--- src/rtl/multicycle_control.sv ---
// -----------------------------------------------------------------------------
// multicycle_control
//
// Moore control FSM for the multicycle MIPS datapath. It sequences PC, memory,
// IR, register file, the ALU input muxes and the ALU control block for R-type,
// lw, sw, beq and j. A memory read occupies MEM_LATENCY cycles in FETCH and
// MEM_READ. Unsupported opcodes are flagged in DECODE, and the instruction is
// dropped.
//
// Parameters
//   MEM_LATENCY  cycles per memory read, legal range 1..15
//
// Ports
//   clk          system clock, rising edge
//   reset_n      asynchronous active-low reset
//   opcode       IR[31:26], valid from DECODE onward
//   PCWrite      unconditional PC load
//   PCWriteCond  PC load qualified by ALU zero (the AND is in the datapath)
//   IorD         memory address select: 0 PC, 1 ALUOut
//   MemRead      memory read enable
//   MemWrite     memory write enable
//   IRWrite      instruction register load
//   RegDst       write register select: 0 rt, 1 rd
//   MemtoReg     write data select: 0 ALUOut, 1 MDR
//   RegWrite     register file write
//   ALUSrcA      ALU A select: 0 PC, 1 rs
//   ALUSrcB      ALU B select: 00 rt, 01 4, 10 simm, 11 simm<<2
//   ULAOp        to AluControl: 00 add, 01 subtract, 10 by funct
//   PCSource     PC input select: 00 ALU result, 01 ALUOut, 10 jump target
//   instr_done   one-cycle pulse in the final state of each instruction
//   illegal_op   one-cycle pulse when DECODE sees an unsupported opcode
//   state_dbg    current state encoding
// -----------------------------------------------------------------------------
module multicycle_control #(
    parameter int MEM_LATENCY = 1
) (
    input  logic       clk,
    input  logic       reset_n,
    input  logic [5:0] opcode,
    output logic       PCWrite,
    output logic       PCWriteCond,
    output logic       IorD,
    output logic       MemRead,
    output logic       MemWrite,
    output logic       IRWrite,
    output logic       RegDst,
    output logic       MemtoReg,
    output logic       RegWrite,
    output logic       ALUSrcA,
    output logic [1:0] ALUSrcB,
    output logic [1:0] ULAOp,
    output logic [1:0] PCSource,
    output logic       instr_done,
    output logic       illegal_op,
    output logic [3:0] state_dbg
);

    typedef enum logic [3:0] {
        ST_RST       = 4'd0,
        ST_FETCH     = 4'd1,
        ST_DECODE    = 4'd2,
        ST_MEM_ADDR  = 4'd3,
        ST_MEM_READ  = 4'd4,
        ST_MEM_WB    = 4'd5,
        ST_MEM_WRITE = 4'd6,
        ST_R_EXEC    = 4'd7,
        ST_R_WB      = 4'd8,
        ST_BRANCH    = 4'd9,
        ST_JUMP      = 4'd10
    } state_t;

    localparam logic [5:0] OP_R   = 6'h00;
    localparam logic [5:0] OP_LW  = 6'h23;
    localparam logic [5:0] OP_SW  = 6'h2B;
    localparam logic [5:0] OP_BEQ = 6'h04;
    localparam logic [5:0] OP_J   = 6'h02;

    // Counter value on the final cycle of a memory-read state.
    localparam logic [3:0] WAIT_LAST = 4'(MEM_LATENCY - 1);

    state_t     state;
    state_t     state_next;
    logic [3:0] wait_cnt;
    logic       wait_last;

    assign wait_last = (wait_cnt == WAIT_LAST);
    assign state_dbg = state;

    // NOTE: sequential state uses non-blocking assignments so every register
    // samples the pre-edge values, independent of statement order.
    always_ff @(posedge clk or negedge reset_n) begin
        if (!reset_n) begin
            state    <= ST_RST;
            wait_cnt <= '0;
        end else begin
            state <= state_next;
            // Restart the count whenever a state is entered; count up while
            // dwelling in one of the memory-read states.
            if (state_next != state)
                wait_cnt <= '0;
            else if (state == ST_FETCH || state == ST_MEM_READ)
                wait_cnt <= wait_cnt + 4'd1;
        end
    end

    // NOTE: every output and state_next gets a default first, so no path
    // through the case statement can leave a signal unassigned (no latches).
    always_comb begin
        state_next  = state;
        PCWrite     = 1'b0;
        PCWriteCond = 1'b0;
        IorD        = 1'b0;
        MemRead     = 1'b0;
        MemWrite    = 1'b0;
        IRWrite     = 1'b0;
        RegDst      = 1'b0;
        MemtoReg    = 1'b0;
        RegWrite    = 1'b0;
        ALUSrcA     = 1'b0;
        ALUSrcB     = 2'b00;
        ULAOp       = 2'b00;
        PCSource    = 2'b00;
        instr_done  = 1'b0;
        illegal_op  = 1'b0;

        unique case (state)
            ST_RST: state_next = ST_FETCH;

            ST_FETCH: begin
                MemRead = 1'b1;
                // IR load and PC+4 happen only once the read data is valid.
                if (wait_last) begin
                    IRWrite    = 1'b1;
                    PCWrite    = 1'b1;
                    ALUSrcB    = 2'b01;
                    state_next = ST_DECODE;
                end
            end

            ST_DECODE: begin
                // Precompute the branch target into ALUOut.
                ALUSrcB = 2'b11;
                case (opcode)
                    OP_LW, OP_SW: state_next = ST_MEM_ADDR;
                    OP_R:         state_next = ST_R_EXEC;
                    OP_BEQ:       state_next = ST_BRANCH;
                    OP_J:         state_next = ST_JUMP;
                    default: begin
                        illegal_op = 1'b1;
                        state_next = ST_FETCH;
                    end
                endcase
            end

            ST_MEM_ADDR: begin
                ALUSrcA    = 1'b1;
                ALUSrcB    = 2'b10;
                state_next = (opcode == OP_LW) ? ST_MEM_READ : ST_MEM_WRITE;
            end

            ST_MEM_READ: begin
                MemRead = 1'b1;
                IorD    = 1'b1;
                if (wait_last)
                    state_next = ST_MEM_WB;
            end

            ST_MEM_WB: begin
                RegWrite   = 1'b1;
                MemtoReg   = 1'b1;
                instr_done = 1'b1;
                state_next = ST_FETCH;
            end

            ST_MEM_WRITE: begin
                MemWrite   = 1'b1;
                IorD       = 1'b1;
                instr_done = 1'b1;
                state_next = ST_FETCH;
            end

            ST_R_EXEC: begin
                ALUSrcA    = 1'b1;
                ULAOp      = 2'b10;
                state_next = ST_R_WB;
            end

            ST_R_WB: begin
                RegWrite   = 1'b1;
                RegDst     = 1'b1;
                instr_done = 1'b1;
                state_next = ST_FETCH;
            end

            ST_BRANCH: begin
                ALUSrcA     = 1'b1;
                ULAOp       = 2'b01;
                PCWriteCond = 1'b1;
                PCSource    = 2'b01;
                instr_done  = 1'b1;
                state_next  = ST_FETCH;
            end

            ST_JUMP: begin
                PCWrite    = 1'b1;
                PCSource   = 2'b10;
                instr_done = 1'b1;
                state_next = ST_FETCH;
            end

            // Encodings 11..15: all outputs stay 0, recover to FETCH.
            default: state_next = ST_FETCH;
        endcase
    end

endmodule
--- config.mk ---
export PLATFORM = sky130hd
export DESIGN_NAME = multicycle_control
export DESIGN_NICKNAME = d
export VERILOG_FILES = /design/src/rtl/multicycle_control.sv
export SDC_FILE = /design/constraint.sdc
export NUM_CORES = 1
export LEC_CHECK = 0
export CORE_MARGIN = 5
export CORE_UTILIZATION = 41
export DETAILED_ROUTE_END_ITERATION = 6
export GPL_ROUTABILITY_DRIVEN = 0
export GPL_TIMING_DRIVEN = 0
export PLACE_DENSITY = 0.9
export SLEW_MARGIN = 15
export SYNTH_ARGS = -nofsm -noshare
export SYNTH_HDL_FRONTEND = slang
export SYNTH_SLANG_ARGS = --single-unit
--- constraint.sdc ---
create_clock -name clk -period 2.8 [get_ports clk]
set_input_delay 0.56 -clock clk [delete_from_list [all_inputs] [get_ports clk]]
set_output_delay 0.56 -clock clk [all_outputs]
set_load 0.02 [all_outputs]
==> flow_metrics.py <==
metrics = {
    "run_status": {
        "status": "finished clean",
    },
    "sta": {
        "final.min_clock_period_ns": 2.69,
        "maxSlewViolCount": 0,
        "rsz0062_at_grt": "no",
        "slew_headroom_pct": 76.1,
        "setup_viol_count_final": 0,
        "hold_viol": 0,
        "worstMarginPinSlew_ns": 0.358,
        "fmax_mhz": 372,
        "fin_crit_sh_pct": 96.1,
        "fin_skew_ns": 0.00316,
    },
    "place": {
        "hpwl_um": 1470,
        "dp.cells": 137,
        "place_area_sq_mm": 0.00102,
        "port_buffers": 29,
    },
    "final_layout": {
        "area_delta_synth_final_pct": 47.0,
        "nNetsFinal": 135,
        "drive_gt1_share_pct": 16.3,
        "final_core_util_pct": 61.6,
        "final_cells": 140,
        "final_cell_mix": "25 x clkdlybuf4s50_1, 14 x nor2_1, 8 x dfrtp_1",
        "antenna_cells": 0,
        "fin_area_sq_mm": 0.00104,
        "mostFrequentLayoutCell": "clkdlybuf4s50_1",
    },
    "yosys": {
        "yosysSeqAreaShare_pct": 28.3,
        "synth-seq-cells": 8,
        "syn_area_sq_um": 708,
        "yosysWarnings": 0,
        "syn_avg_cell_area_sq_um": 7.78,
        "synth_nets": 101,
        "synth.area.top_cells": "dfrtp_1 28%, nor2_1 7.4%, nor3_1 4.9%",
        "synth_cells": 91,
        "synth_top_area_share_pct": 28.3,
        "synth_cell_types": 34,
        "yosys.area.top_type": "dfrtp_1",
    },
    "setup_path": {
        "worstSetupEndpointType": "output pin",
        "reg2reg_from": "wait_cnt[0]$_DFFE_PN0P_",
        "critPathKind": "in2out",
        "ff2ff_path_depth": 6,
        "slowest_delay_ns": 0.48,
        "cp-start-kind": "primary input",
        "r2r_end": "wait_cnt[1]$_DFFE_PN0P_",
        "r2r_slack_ns": 1.12,
        "critPathBufInv": 2,
        "crit_fanout": 4,
        "crit_start": "opcode[0]",
        "worstPathCellList": "clkdlybuf4s50_1 > or3_2 > a21boi_1 > a211oi_1 > dlygate4sd2_1",
        "worstPathArrival_ns": 2.13,
        "crit_path_top_delay_cell": "or3_2",
        "worstPathRequired_ns": 2.24,
        "cpLargestDelayFamily": "buffers and inverters",
    },
    "routing": {
        "dr.pass1.iters": 4,
        "wl_per_cell_um": 12.9,
        "ant_nets": 0,
        "drt_iter0_drc": 14,
        "vias_per_cell": 5.62,
        "route.detailed.drc": 0,
        "routed_wl_um": 1810,
        "vias": 787,
    },
    "power": {
        "p_per_area_mw_per_mm2": 1010,
        "ir_drop_v": 0.000527,
        "swShare_pct": 49.3,
        "power_frac_seq_pct": 16.2,
        "comb_power_share_pct": 75.7,
        "p_leak_uw": 0.000466,
        "p_sw_uw": 518,
        "p_clk_share_pct": 8.2,
        "p_int_uw": 532,
    },
    "cts": {
        "post-cts-setup-buffer-count": 0,
        "cts-root-buf": "clkbuf_4",
        "cts_tree": "yes",
        "numClockSinks": 8,
        "cts_inserted_buffers": 3,
        "clk_latency_ns": 0.25,
        "clock_path_buffers": 2,
        "h-tree-depth": 1,
        "path_clk_slew_ns": 0.05,
    },
    "hold_path": {
        "min_path_type": "in2async",
    },
    "floorplanning": {
        "start_util_pct": 41.9,
        "io-pin-count": 30,
        "rows": 15,
        "core_area_sq_mm": 0.00169,
        "die-area_sq_mm": 0.00266,
        "die_h_um": 51.6,
        "dieWidth_um": 51.6,
    },
    "grt": {
        "grt_pass1_wl_um": 2980,
        "grt_pass1_vias": 692,
        "grt_overflow": 0,
        "antenna_found_initial": 0,
        "track_usage_pct": 14.4,
        "grt_max_degree": 11,
    },
    "run": {
        "max_cap_viol_count": 0,
    },
}
through the flow:
step / total power, uW / TNS, ns / hold slack, ns / setup WS, ns
global route: 1130 / 0 / 0.596 / 0.0136
detailed placement: 977 / -0.517 / 0.588 / -0.190
floorplan: 662 / 0 / 0.264 / 0.409
global placement: 963 / -0.464 / 0.575 / -0.158
CTS: 1060 / -0.0758 / 0.591 / -0.0758
finish: 1050 / 0 / 0.581 / 0.110
what timing repair did:
| action | in CTS | in global routing |
|---|---|---|
| hold endpoints to repair | 0 | 0 |
| cloned | 0 | 0 |
| hold buffers | 0 | 0 |
| resized for setup | 11 | 8 |
| setup endpoints to repair | 4 | 5 |
power by group through the flow:
stage                     Combinational, uW  Sequential [uW]  Clock [uW]
after floorplan                         467              195           0
after global placement                  791              172           0
after detailed placement                806              172           0
after CTS                               801              170        89.9
after global routing                    860              174        99.0
final                                   795              170        85.6
registers in the layout (all words and copies together), names as in the netlist:
name,cells
wait_cnt,4
state_dbg,4
synthesized netlist by cell type:
cell and n:
o21bai_2 1, xor2_1 3, a21boi_0 1, o32ai_1 1
o21ai_0 4, or3b_2 1, a211oi_1 2, ha_1 2
or4_1 1, nor4b_4 1, xnor2_1 2, a31o_2 1
nand3_1 4, a21oi_1 3, and4b_1 1, or4_4 1
and3_1 2, and2_1 1, mux2i_1 2, nor3_1 7
buf_4 1, or3_1 1, a32oi_1 1, o31a_1 1
clkbuf_1 2, nor2b_1 1, or3_2 1, nand2b_1 4
inv_1 6, nor2_1 14, nand2_1 6, dfrtp_1 8
or2_2 2, buf_2 2
layer usage:
layer	share of wire [%]	wire length [um]	track usage (%)
met1	42	767	17.7
met2	49	887	24.8
met3	7.8	141	4.58
met4	0.61	11	2.62
met5	0	0	0
worst max path at each step:
stage                       endpoint  cells after the start
after floorplan              PCWrite                      5
after global placement    illegal_op                      5
after detailed placement  illegal_op                      5
after CTS                    PCWrite                      6
after global routing      ALUSrcB[0]                      6
final                     illegal_op                      5
layout make-up:
cell class / instances / area [sq um]
Clock buffer: 3 / 22.5
Timing Repair Buffer: 29 / 280
Multi-Input combinational cell: 72 / 467
Sequential cell: 8 / 200
Buffer: 5 / 27.5
Inverter: 6 / 22.5
Fill cell: 143 / 648
Tap cell: 17 / 21.3
logic make-up (layout without fill, tap and decap cells):
| kind of cell | count (synthesis) | count (layout) | share of synthesized area [%] |
|---|---|---|---|
| simple gates | 48 | 48 | 37.8 |
| flops | 8 | 8 | 28.3 |
| buf+inv | 11 | 43 | 6.71 |
| compound gates | 15 | 15 | 14.7 |
| xor+xnor | 5 | 5 | 6.18 |
| fa+ha+maj | 2 | 2 | 3.53 |
| mux | 2 | 2 | 2.83 |
Note: power is estimated with default switching activity, not from simulation.
